**src/rtl/uart_pkg.sv**
```systemverilog
// Shared definitions for the buffered UART transmitter.
// Optional feature macro: UART_TX_PARITY_EN (adds an even-parity bit).
package uart_pkg;

    localparam int unsigned DATA_BITS        = 8;
    localparam int unsigned FRAME_BITS_NOPAR = 10;
    localparam int unsigned FRAME_BITS_PAR   = 11;

`ifdef UART_TX_PARITY_EN
    localparam int unsigned FRAME_BITS = FRAME_BITS_PAR;

    typedef enum logic [2:0] {
        ST_IDLE   = 3'd0,
        ST_START  = 3'd1,
        ST_DATA   = 3'd2,
        ST_PARITY = 3'd3,
        ST_STOP   = 3'd4
    } state_t;

    // Even parity: XOR of all data bits.
    function automatic logic even_parity(input logic [DATA_BITS-1:0] b);
        return ^b;
    endfunction
`else
    localparam int unsigned FRAME_BITS = FRAME_BITS_NOPAR;

    typedef enum logic [2:0] {
        ST_IDLE  = 3'd0,
        ST_START = 3'd1,
        ST_DATA  = 3'd2,
        ST_STOP  = 3'd4
    } state_t;
`endif

endpackage

```
**src/rtl/sync_fifo.sv**
```systemverilog
// Single-clock FIFO with first-word-fall-through read data.
// DEPTH must be a power of two so the pointers wrap naturally.
module sync_fifo #(
    parameter int unsigned WIDTH = 8,
    parameter int unsigned DEPTH = 4
) (
    input  logic             clk,
    input  logic             rst,
    input  logic             wr_en,
    input  logic [WIDTH-1:0] din,
    input  logic             rd_en,
    output logic [WIDTH-1:0] dout,
    output logic             full,
    output logic             empty
);

    localparam int unsigned AW = (DEPTH > 1) ? $clog2(DEPTH) : 1;

    logic [WIDTH-1:0] mem_q [DEPTH];
    logic [AW-1:0]    wr_ptr_q, wr_ptr_d;
    logic [AW-1:0]    rd_ptr_q, rd_ptr_d;
    logic [AW:0]      count_q,  count_d;
    logic             wr_ok, rd_ok;

    assign full  = (count_q == (AW+1)'(DEPTH));
    assign empty = (count_q == '0);
    assign dout  = mem_q[rd_ptr_q];
    assign wr_ok = wr_en && !full;
    assign rd_ok = rd_en && !empty;

    // Next pointer and occupancy; push+pop together leaves the count alone.
    always_comb begin
        wr_ptr_d = wr_ptr_q;
        rd_ptr_d = rd_ptr_q;
        count_d  = count_q;
        if (wr_ok) wr_ptr_d = wr_ptr_q + 1'b1;
        if (rd_ok) rd_ptr_d = rd_ptr_q + 1'b1;
        case ({wr_ok, rd_ok})
            2'b10:   count_d = count_q + 1'b1;
            2'b01:   count_d = count_q - 1'b1;
            default: count_d = count_q;
        endcase
    end

    // Storage array; contents need no reset since pointers define validity.
    always_ff @(posedge clk) begin
        if (wr_ok) mem_q[wr_ptr_q] <= din;
    end

    // Pointer and occupancy registers.
    always_ff @(posedge clk) begin
        if (rst) begin
            wr_ptr_q <= '0;
            rd_ptr_q <= '0;
            count_q  <= '0;
        end else begin
            wr_ptr_q <= wr_ptr_d;
            rd_ptr_q <= rd_ptr_d;
            count_q  <= count_d;
        end
    end

endmodule

```
**src/rtl/uart_tx_buf.sv**
```systemverilog
// Buffered UART transmitter: bytes are queued in sync_fifo and sent
// LSB first as START / 8 DATA / [PARITY] / STOP, each CLKS_PER_BIT cycles.
// Optional feature macro: UART_TX_PARITY_EN (even parity bit before STOP).
module uart_tx_buf
    import uart_pkg::*;
#(
    parameter int unsigned CLKS_PER_BIT = 4,
    parameter int unsigned FIFO_DEPTH   = 4
) (
    input  logic       clk,
    input  logic       rst,
    input  logic [7:0] data_in,
    input  logic       data_valid,
    output logic       full,
    output logic       overflow,
    output logic       q,
    output logic       active,
    output logic       done
);

    localparam logic [7:0] CNT_LAST = 8'(CLKS_PER_BIT - 1);
    localparam logic [2:0] BIT_LAST = 3'(DATA_BITS - 1);

    logic       fifo_full, fifo_empty, wr_en, rd_en;
    logic [7:0] fifo_dout;

    state_t     state_q, state_d;
    logic [7:0] cnt_q, cnt_d;
    logic [2:0] bit_q, bit_d;
    logic [7:0] shift_q, shift_d;
    logic       q_q, q_d;
    logic       active_q, active_d;
    logic       done_q, done_d;
    logic       overflow_q;
    logic       bit_end;
`ifdef UART_TX_PARITY_EN
    logic       par_q, par_d;
`endif

    assign wr_en    = data_valid && !fifo_full;
    assign full     = fifo_full;
    assign overflow = overflow_q;
    assign q        = q_q;
    assign active   = active_q;
    assign done     = done_q;

    sync_fifo #(
        .WIDTH (8),
        .DEPTH (FIFO_DEPTH)
    ) u_fifo (
        .clk   (clk),
        .rst   (rst),
        .wr_en (wr_en),
        .din   (data_in),
        .rd_en (rd_en),
        .dout  (fifo_dout),
        .full  (fifo_full),
        .empty (fifo_empty)
    );

    // Frame sequencing; outputs are derived from the next state so that
    // the registered line changes on the same edge as the state.
    always_comb begin
        state_d = state_q;
        cnt_d   = cnt_q;
        bit_d   = bit_q;
        shift_d = shift_q;
        rd_en   = 1'b0;
`ifdef UART_TX_PARITY_EN
        par_d   = par_q;
`endif
        bit_end = (cnt_q == CNT_LAST);

        unique case (state_q)
            ST_IDLE: begin
                if (!fifo_empty) begin
                    rd_en   = 1'b1;
                    shift_d = fifo_dout;
                    cnt_d   = '0;
                    bit_d   = '0;
                    state_d = ST_START;
`ifdef UART_TX_PARITY_EN
                    par_d   = even_parity(fifo_dout);
`endif
                end
            end
            ST_START: begin
                if (bit_end) begin
                    cnt_d   = '0;
                    state_d = ST_DATA;
                end else begin
                    cnt_d = cnt_q + 8'd1;
                end
            end
            ST_DATA: begin
                if (bit_end) begin
                    cnt_d   = '0;
                    shift_d = {1'b0, shift_q[7:1]};
                    if (bit_q == BIT_LAST) begin
                        bit_d = '0;
`ifdef UART_TX_PARITY_EN
                        state_d = ST_PARITY;
`else
                        state_d = ST_STOP;
`endif
                    end else begin
                        bit_d = bit_q + 3'd1;
                    end
                end else begin
                    cnt_d = cnt_q + 8'd1;
                end
            end
`ifdef UART_TX_PARITY_EN
            ST_PARITY: begin
                if (bit_end) begin
                    cnt_d   = '0;
                    state_d = ST_STOP;
                end else begin
                    cnt_d = cnt_q + 8'd1;
                end
            end
`endif
            ST_STOP: begin
                if (bit_end) begin
                    cnt_d   = '0;
                    state_d = ST_IDLE;
                end else begin
                    cnt_d = cnt_q + 8'd1;
                end
            end
            default: begin
                cnt_d   = '0;
                bit_d   = '0;
                state_d = ST_IDLE;
            end
        endcase

        q_d = 1'b1;
        case (state_d)
            ST_START:  q_d = 1'b0;
            ST_DATA:   q_d = shift_d[0];
`ifdef UART_TX_PARITY_EN
            ST_PARITY: q_d = par_d;
`endif
            default:   q_d = 1'b1;
        endcase
        active_d = (state_d != ST_IDLE);
        done_d   = (state_d == ST_STOP) && (cnt_d == CNT_LAST);
    end

    // State, counters, shift register and registered outputs.
    always_ff @(posedge clk) begin
        if (rst) begin
            state_q    <= ST_IDLE;
            cnt_q      <= '0;
            bit_q      <= '0;
            shift_q    <= '0;
            q_q        <= 1'b1;
            active_q   <= 1'b0;
            done_q     <= 1'b0;
            overflow_q <= 1'b0;
`ifdef UART_TX_PARITY_EN
            par_q      <= 1'b0;
`endif
        end else begin
            state_q    <= state_d;
            cnt_q      <= cnt_d;
            bit_q      <= bit_d;
            shift_q    <= shift_d;
            q_q        <= q_d;
            active_q   <= active_d;
            done_q     <= done_d;
            overflow_q <= data_valid && fifo_full;
`ifdef UART_TX_PARITY_EN
            par_q      <= par_d;
`endif
        end
    end

endmodule

```
**config.mk**
```make
export PLATFORM = sky130hd
export DESIGN_NAME = uart_tx_buf
export DESIGN_NICKNAME = d
export VERILOG_FILES = /design/src/rtl/uart_pkg.sv /design/src/rtl/sync_fifo.sv /design/src/rtl/uart_tx_buf.sv
export SDC_FILE = /design/constraint.sdc
export NUM_CORES = 1
export LEC_CHECK = 0
export BUFFER_PORTS_ARGS = -buffer_cell sky130_fd_sc_hd__clkbuf_2
export CORE_UTILIZATION = 25
export DETAILED_ROUTE_END_ITERATION = 6
export PLACE_DENSITY = 0.4
export RECOVER_POWER = 100
export SLEW_MARGIN = 40
export SYNTH_ARGS = -nofsm -noshare
export SYNTH_HDL_FRONTEND = slang
export SYNTH_SLANG_ARGS = --single-unit
```
**constraint.sdc**
```tcl
create_clock -name clk -period 3.05 [get_ports clk]
set_input_delay 0.7625 -clock clk [delete_from_list [all_inputs] [get_ports clk]]
set_output_delay 0.7625 -clock clk [all_outputs]
set_load 0.05 [all_outputs]
```
After elaboration in Yosys (flattened, before gate mapping) --
Memory sizes are Yosys's and may differ from the RTL's. A register that Yosys moved wholly into a read port is not among the register bits. Cells that the tools add are included.
Word-level totals: flip-flop bits (word level) 33, RAM bits 32, word-level logic and storage cells 74, memories kept 1
Memory list:
- u_fifo.mem_q | words 4, width 8, rd ports 1, clocked after memory_dff 1, wr ports 1, RTL line sync_fifo.sv:19 | logic [WIDTH-1:0] mem_q [DEPTH];
Operators by class: add/subtract/negate cells 6, eq/ne operators 14, multiplexer cells 24, bitwise operators 1, reductions and logical operators 16
Operators by type and width (number):
- $mux 8 | 4
- $pmux 8 s2 | 2
- $mux 3 | 8
- $eq 8x2->1 const B | 2
- $eq 3x3->1 const B | 4
- $pmux 3 s4 | 1
- $pmux 3 s3 | 1
- $add 8x1->8 const B | 1
- $add 3x1->3 const B | 2
- $eq 3x1->1 const B | 2
- $eq 3x2->1 const B | 2
- $logic_not 3->1 | 2
- $pmux 3 s2 | 1
- $reduce_and 3->1 | 2
- $logic_and 1x1->1 | 5
- $add 2x1->2 const B | 2
- $mux 1 | 4
- $mux 2 | 2
- $ne 2x2->1 const B | 2
- $reduce_bool 2->1 | 2
- $reduce_bool 3->1 | 1
- $reduce_or 3->1 | 1
- $sub 3x1->3 const B | 1
- $eq 2x1->1 const B | 1
- 5 further kinds | 6

Longest topological paths before layout --
Gate-level depths: netlist of the first run.
word-level depth 6, gate-level depth with buffers 9, mapped depth without buffers 9

Cells and area by module --
From an unflattened synthesis of the first run, not the netlist that was laid out.
Second synthesis, totals: cell total of the unflattened synthesis 260, area total of the unflattened synthesis 2980.4 µm²
Modules (own cells, without submodules):
- sync_fifo | instances 1, cells an instance 96, area an instance 1635.3 µm², seq. area each 1141.1 µm²
- uart_tx_buf | instances 1, cells an instance 164, area an instance 1345.0 µm², seq. area each 520.5 µm²

Least setup slack after synthesis of the first run --
OpenSTA, ideal clock, no wires.
kind register to register, start point reg state_q[2], end point reg u_fifo.count_q[2], setup time 0.070 ns, arrival 2.407 ns, required time 2.980 ns, path slack 0.572 ns, cell stages (with the launch flop) 10, period minus slack after synthesis 2.478 ns, path through dfxtp_1 -> clkbuf_1 -> nor4_1 -> clkbuf_1 -> ha_1 -> inv_1 -> fa_1 -> xor2_1 -> or3_1 -> a21oi_1
Between the ends: word-level cells in the longest chain between the ends 5, elaborated cells between the ends (all ways) 7
Ends and longest elaborated chain:
- start: declaration | RTL line uart_tx_buf.sv:27 | state_t state_q, state_d;
- start signal: assignment | RTL line uart_tx_buf.sv:166 | state_q <= state_d;
- $logic_not 3->1 * | RTL line uart_tx_buf.sv:74 | unique case (state_q)
- $mux 1 * | RTL line uart_tx_buf.sv:74
- $logic_and 1x1->1 * | RTL line sync_fifo.sv:29 | assign rd_ok = rd_en && !empty;
- named net u_fifo.rd_ok | RTL line sync_fifo.sv:23 | logic wr_ok, rd_ok;
- $eq 2x1->1 / $eq 2x2->1 (equally long branches) | RTL line sync_fifo.sv:38 | case ({wr_ok, rd_ok})
- $pmux 3 s2 / $reduce_bool 2->1 (equally long branches)
- end signal: assignment | RTL line sync_fifo.sv:59 | count_q <= count_d;
- end: declaration | RTL line sync_fifo.sv:22 | logic [AW:0] count_q, count_d;
Mark *: on every way through the listed nets, which the timed path passes. The rest lies on a longest branch. A chain may end at the register's enable or synchronous reset.

==> results of run 1 <==
-- routing by layer --
metal	vias up	part of all wire [%]	global-route usage, %
met2	28	46	17.2
met3	9	4.0	4.26
met4	0	1.5	4.23
li1	1002	-	-
met5	-	0	0
met1	942	48	13.1
-- Yosys cell counts, types with 2 or more instances --
cell type,instances
nand2b_1,2
a21oi_1,23
nand3_1,3
inv_1,10
o21ai_0,13
xor2_1,4
or3_1,2
edfxtp_1,32
a22oi_1,7
a21o_1,2
nand4_1,6
nor3_1,4
o31ai_1,4
dfxtp_1,35
buf_2,5
mux4_2,8
nor2b_1,2
nor3b_1,4
ha_1,8
xnor2_1,2
buf_6,2
o21bai_1,2
and3_1,6
clkbuf_1,6
nand3b_1,4
nor4_1,2
nand2_1,15
nor2_1,22
-- cell families (layout without fill, tap and decap cells) --
logic type	after synthesis	count (layout)	share of synthesized area, %
buf+inv	24	48	3.73
flops	67	67	55.7
fa+ha+maj	9	9	4.03
simple gates	82	82	15.4
mux	8	8	6.04
xor+xnor	6	6	1.76
compound gates	62	62	13.4
-- cell usage in the layout, fill, tap and decap left out, types with 2 or more instances in the layout --
cell and instances:
a21oi_1 23, nand4_1 6, o31ai_1 4, nand2_1 15, nand3_1 3, and3_1 6, nor2b_1 2, o311ai_0 2
xor2_1 4, mux4_2 8, nor3b_1 4, o21ai_0 13, ha_1 8, a22oi_1 7, o21bai_1 2, inv_1 10
nand2b_1 2, or3_1 2, nor2_1 22, edfxtp_1 32, clkbuf_16 9, nand3b_1 4, a21o_1 2, buf_4 4
dfxtp_1 35, nor4_1 2, nor3_1 4, clkbuf_1 18, bufinv_16 2, xnor2_1 2
-- worst paths after layout --
kind,depth (start not counted),to,slack (ns),from
hold reg to reg,2,shift_q[5],0.46,shift_q[5]
setup reg to reg,7,u_fifo.count_q[2],0.75,state_q[0]
setup / recovery,5,done,0.68,rst
hold / removal,2,shift_q[5],0.46,shift_q[5]
-- power by group --
group | total, uW | switching [uW] | leakage (uW) | internal [uW]
sequential | 1210 | 107 | 0.000579 | 1100
clock | 1100 | 388 | 0.000151 | 717
combinational | 914 | 555 | 0.000477 | 359
total | 3230 | 1050 | 0.00121 | 2180
-- metrics by stage --
| stage | worst slack (ns) | util (%) |
|---|---|---|
| after floorplan | 0.572 | - |
| after global placement | 0.765 | 28.0 |
| after detailed placement | 0.726 | 28.0 |
| after CTS | 0.795 | 30.7 |
| after global routing | 0.549 | 30.4 |
| final | 0.682 | 30.4 |
-- registers in the layout, summed over array words and instances (netlist names), named ones only --
register / cells
active: 1
bit_q: 3
cnt_q: 8
done: 1
overflow: 1
q: 1
shift_q: 8
state_q: 3
u_fifo.count_q: 3
u_fifo.mem_q: 32
u_fifo.rd_ptr_q: 2
u_fifo.wr_ptr_q: 2
-- final cells by class --
class	instances	share of cell area, %
sequential	67	47.5
multi-input combinational	167	34.4
clock buffer	10	6.54
tap	143	5.11
timing repair buffer	22	2.82
clock inverter	6	2.54
inverter	10	1.07
-- tightest hold or removal path, stage by stage (launching register included) --
cell,delay [ns]
dfxtp_1,0.31
nand2_1,0.05
a21oi_1,0.05
==> summary.txt, run 1 <==
Synthesis
  – Synth top area cells: edfxtp_1, dfxtp_1, mux4_2
  – Main synth FF type: dfxtp_1
  – Library cells used by synthesis: 51
  – Post-synthesis cell area: 0.00298 sq mm
  – Synth area leader: edfxtp_1
  – Cells after synthesis: 258
  – Post-synthesis sequential area ratio: 55.7%
  – Yosys Warn Count: 0
  – Yosys reg bits: 67
  – Post-Syn Nets: 278
  – Post-synth ARST share: 0%
  – EDFF count, synth: 32
  – Synth top area share: 32.2%
  – Mean Syn Cell Area: 11.6 sq um

Clock tree
  – Setup Fix Bufs, Post-CTS: 0
  – Hold buffers post-CTS: 0
  – CTS clk-pin slew, worst paths: 0.06 ns
  – Post_cts resized: 0
  – Num CTS Buffers: 9
  – Clock root buffer: clkbuf_16
  – TritonCTS clock tree: yes
  – Clock tree buffer depth: 2
  – Clk_lat worst skew: 0.33 ns
  – # H-tree levels: 3
  – # clock sinks: 67

Power and ir drop
  – Pwr Total: 3230 uW
  – Leakage power: 0.00121 uW
  – Max IR drop VDD: 0.362 mV
  – PwrDens: 923 mW/mm^2

Global route
  – Global route overflow: 0
  – First-pass GRT wire length: 10200 microns
  – Initial antenna violation count: 0
  – Number of global-route vias before repair: 1992
  – GRT Overall Usage: 10.8%
  – Largest net degree at the start of global routing: 25

Drt
  – Starting DRT DRC Count: 55
  – Post-DRT Antenna Nets: 0
  – Vias: 1981
  – DRC: 0
  – WL final: 6140 microns
  – Avg WL per Cell: 14.5 microns
  – Number of vias per cell: 4.66
  – Drt first pass iters: 4

Critical path
  – CP bufs+invs: 2
  – Setup crit start kind: input pin
  – CP arrival: 2.59 ns
  – Worst path slowest cell: clkbuf_1
  – Critical path cell sequence: clkbuf_1 > o21bai_1 > clkbuf_1 > a2111oi_0 > and4_1
  – Worst path top cell family by delay: buffers and inverters
  – Critical path class: input pin to flop
  – Worst EP required: 3.27 ns
  – Worst setup EP type: flop
  – Crit path largest cell delay: 0.80 ns
  – CP dominant cell by count: clkbuf_1
  – Worst Path Max Fanout: 24

Finish
  – Final Cell Area: 0.00350 sq mm
  – Layout cell share with drive strength beyond 1: 12.8%
  – Nets@finish: 297
  – ANT cells: 0
  – Non-filler instance count after layout: 425
  – Register area: 0.00166 sq mm
  – FILL cells: 1191
  – Area of the multi-input gates: 0.00120 sq mm
  – Area growth syn-to-layout: 17.3%

Timing
  – Setup TNS: 0 ns
  – WHS: 0.459 ns
  – Tmin final: 2.37 ns
  – Period utilisation layout: 77.6%
  – Final setup violation count: 0
  – Setup Skew: 0.00852 ns
  – Fin. Hold Viols: 0
  – Pins Over Slew Limit: 0
  – Slew at the pin closest to its max-slew limit: 1.12 ns
  – RSZ-0062 raised after global routing: no
  – Slew HR: 25.2%
  – Maximum clock rate: 422 MHz

Placement
  – Inst Count DP: 409
  – IO Port Bufs: 15
  – Routability Congestion: 0.757
  – Dpl cell area: 0.00322 sq mm
  – DP Wirelength: 4090 microns

Floorplanning
  – # IOs: 16
  – DIE HEIGHT: 111 microns
  – Initial Utilization: 25.9%
  – Die Footprint: 0.0124 sq mm
  – Core area: 0.0115 sq mm
  – Row cnt: 39
  – Die Wd: 111 microns

Run status
  – Status: finished, final reports clean

Job
  – Max-cap violation count: 0

Hold path
  – Hold WC Path Type: flop to flop
(Power assumes the default switching activity.)
==> inputs of run 2 (changes only) <==
Settings changed: PLACE_DENSITY 0.4 to 0.42.
Clock period 3.05 ns to 2.1 ns, I/O delays scaled along.
==> run 2 against run 1 <==
Compared with the run above:
- the flow now finishes with violations (design-rule violations)
- global-route usage grew 0.31 points
- via count grew 4.7%
- power grew 49%
- die area is the same
- sequential power grew 43%
- first-iteration DRC count shrank 7.3%
- cell count grew 4.7%
- setup slack lost 0.55 ns
- critical path depth grew 3
- clock skew shrank 0.0031 ns
- critical path type is now flop to flop
==> summary.txt, run 2 (synthesis gave the netlist of run 1 again) <==
Finish
  – Area of the multi-input gates: 0.00124 sq mm (+3.0%)
  – Area growth syn-to-layout: 22.8%
  – Register area: 0.00167 sq mm (+0.30%)
  – Biggest register: u_fifo.mem_q
  – Max reg flops: 32 (unchanged)
  – Commonest non-fill, non-tap cells in the layout: edfxtp_1, dfxtp_1, a21oi_1
  – ANT cells: 0 (unchanged)
  – Nets@finish: 317 (+6.7%)
  – FILL cells: 1187 (-0.34%)
  – Layout cell share with drive strength beyond 1: 21.5% (+8.8 points)
  – Registers with the most flip-flops: u_fifo.mem_q (32), cnt_q (8), shift_q (8)
  – Commonest non-fill, non-tap cell in the layout: edfxtp_1

Floorplanning
  – # IOs: 16 (unchanged)
  – Die Wd: 111 microns (unchanged)
  – Die Footprint: 0.0124 sq mm (unchanged)
  – Row cnt: 39 (unchanged)
  – Initial Utilization: 25.9% (unchanged)
  – Core area: 0.0115 sq mm (unchanged)
  – DIE HEIGHT: 111 microns (unchanged)

Timing
  – Slew at the pin closest to its max-slew limit: 0.598 ns (-0.523 ns)
  – WHS: 0.451 ns (-0.00788 ns)
  – RSZ-0062 raised after global routing: no
  – Setup TNS: 0 ns (unchanged)
  – Setup Skew: 0.00540 ns (-0.00312 ns)
  – Fin. Hold Viols: 0 (unchanged)
  – Tmin final: 1.97 ns
  – Pins Over Slew Limit: 0 (unchanged)
  – Final setup violation count: 0 (unchanged)
  – Slew HR: 60.3% (+35 points)
  – Period utilisation layout: 93.6%
  – Maximum clock rate: 509 MHz

Drt
  – Drt first pass iters: 6 (+2)
  – Avg WL per Cell: 13.7 microns (-5.0%)
  – Post-DRT Antenna Nets: 0 (unchanged)
  – WL final: 6110 microns (-0.55%)
  – DRC: 2 (+2)
  – Number of vias per cell: 4.66 (about the same)
  – Starting DRT DRC Count: 51 (-7.3%)
  – Vias: 2074 (+4.7%)

Power and ir drop
  – Psw: 1580 uW (+50%)
  – Max IR drop VDD: 0.406 mV (+12%)
  – Clock share of power: 31.5% (-2.7 points)
  – Leakage power: 0.00130 uW (+7.4%)
  – Switch share: 32.8% (+0.34 points)
  – PwrDens: 1310 mW/mm^2 (+42%)
  – Comb power frac: 32.5% (+4.2 points)
  – Sequential power share: 36.0% (-1.5 points)
  – Internal power: 3220 uW (+48%)

Global route
  – Global route overflow: 0 (unchanged)
  – Number of global-route vias before repair: 2060 (+3.4%)
  – First-pass GRT wire length: 10500 microns (+3.3%)
  – Largest net degree at the start of global routing: 24 (-4.0%)
  – Initial antenna violation count: 0 (unchanged)
  – GRT Overall Usage: 11.1% (+0.31 points)

Critical path
  – Critical path class: flop to flop
  – R2R depth: 8 (+1)
  – RR Endpoint: q
  – Worst setup EP type: flop
  – Setup crit start kind: flop
  – Worst EP required: 2.32 ns (-0.95 ns)
  – Critical path cell sequence: ha_1 > clkbuf_1 > nor3b_1 > buf_4 > a311o_1 > a21o_1 > o21ai_0 > nand2b_1
  – Worst Path Max Fanout: 6 (-75%)
  – CP arrival: 2.19 ns (-0.40 ns)
  – Crit path largest cell delay: 0.33 ns (-0.47 ns)
  – Worst path slowest cell: dfxtp_2
  – R2r setup slk: 0.13 ns (-0.62 ns)
  – Worst reg2reg startpoint: cnt_q[0]

Run status
  – Status: complete, but fails checks
  – Failing checks: design-rule violations

Clock tree
  – Clock root buffer: clkbuf_16
  – CTS clk-pin slew, worst paths: 0.06 ns (about the same)
  – TritonCTS clock tree: yes
  – Num CTS Buffers: 9 (unchanged)
  – Clk_lat worst skew: 0.33 ns (about the same)
  – Clock tree buffer depth: 2 (unchanged)
  – # H-tree levels: 3 (unchanged)
  – # clock sinks: 67 (unchanged)

Hold path
  – Hold EP: u_fifo.mem_q[3][5]
  – Hold Path Origin: data_in[5]
  – Worst Hold Depth: 1 (-1)
  – Hold WC Path Type: input pin to flop

Placement
  – DP Wirelength: 4180 microns (+2.2%)
  – Routability Congestion: 0.753 (-0.53%)
  – IO Port Bufs: 15 (unchanged)

Job
  – Max-cap violation count: 0 (unchanged)
[run 2: cell types whose count changed in the layout (fill, tap and decap cells not counted), moves of 3 or more]
cell | previous run | this run
buf_4 | 4 | 20
dfxtp_2 | 0 | 4
dfxtp_1 | 35 | 31
clkbuf_2 | 1 | 4
[run 2: how the worst max path moves through the flow]
stage                       from  slack, ns                 to  cells past startpoint
2_1_floorplan         state_q[0]       0.02  u_fifo.count_q[2]                      9
3_3_place_gp            cnt_q[0]       0.15               done                      6
3_5_place_dp            cnt_q[0]       0.12               done                      6
4_1_cts                 cnt_q[0]       0.09               done                      6
5_1_grt        u_fifo.count_q[0]      0.007  u_fifo.count_q[2]                      8
6_report                cnt_q[0]       0.13                  q                      8
[run 2: metal layers]
layer | up-vias | track usage [%] | share of wire, %
met5 | - | 0 | 0
met4 | 0 | 5.41 | 2.2
met3 | 12 | 3.72 | 3.7
met2 | 26 | 17.3 | 47
met1 | 992 | 13.8 | 47
li1 | 1044 | - | -
[run 2: repair_timing]
item                       4_1_cts  5_1_grt
setup buffers                    0        1
hold buffers                     0        0
setup endpoints to repair        0        2
gates resized for setup          0        4
[run 2: area by class of cell]
type | instances | share of cell area [%]
sequential | 67 | 45.5
multi-input combinational | 167 | 33.9
timing repair buffer | 42 | 6.49
clock buffer | 9 | 6.15
tap | 143 | 4.88
clock inverter | 7 | 2.08
inverter | 10 | 1.02
[run 2: through the flow]
stage                     setup WS, ns  util, %  instance area [sq um]  power (uW)  instances
after floorplan                 0.0227        -                   3040        2900        258
after global placement           0.150     29.4                   3390        3350        428
after detailed placement         0.121     29.4                   3390        3350        428
after CTS                       0.0878     32.1                   3690        4890        444
after global routing           0.00657     31.8                   3660        5130        445
final                            0.134     31.8                   3660        4800        445
[run 2: power by group through the flow]
stage               logic [uW]  registers (uW)  clock network, uW
CTS                       1610            1720               1560
global route              1760            1760               1620
finish                    1560            1730               1510
global placement          1600            1740                  0
detailed placement        1600            1750                  0
floorplan                 1130            1770                  0
[run 2: worst max-delay path, delay by kind of cell (launching register included)]
kind,cells,cell delay [ns]
and+or+nand+nor,2,0.26
DFF,1,0.33
buffers and inverters,2,0.32
adders and majority gates,1,0.20
AOI/OAI and AO/OA,3,0.76
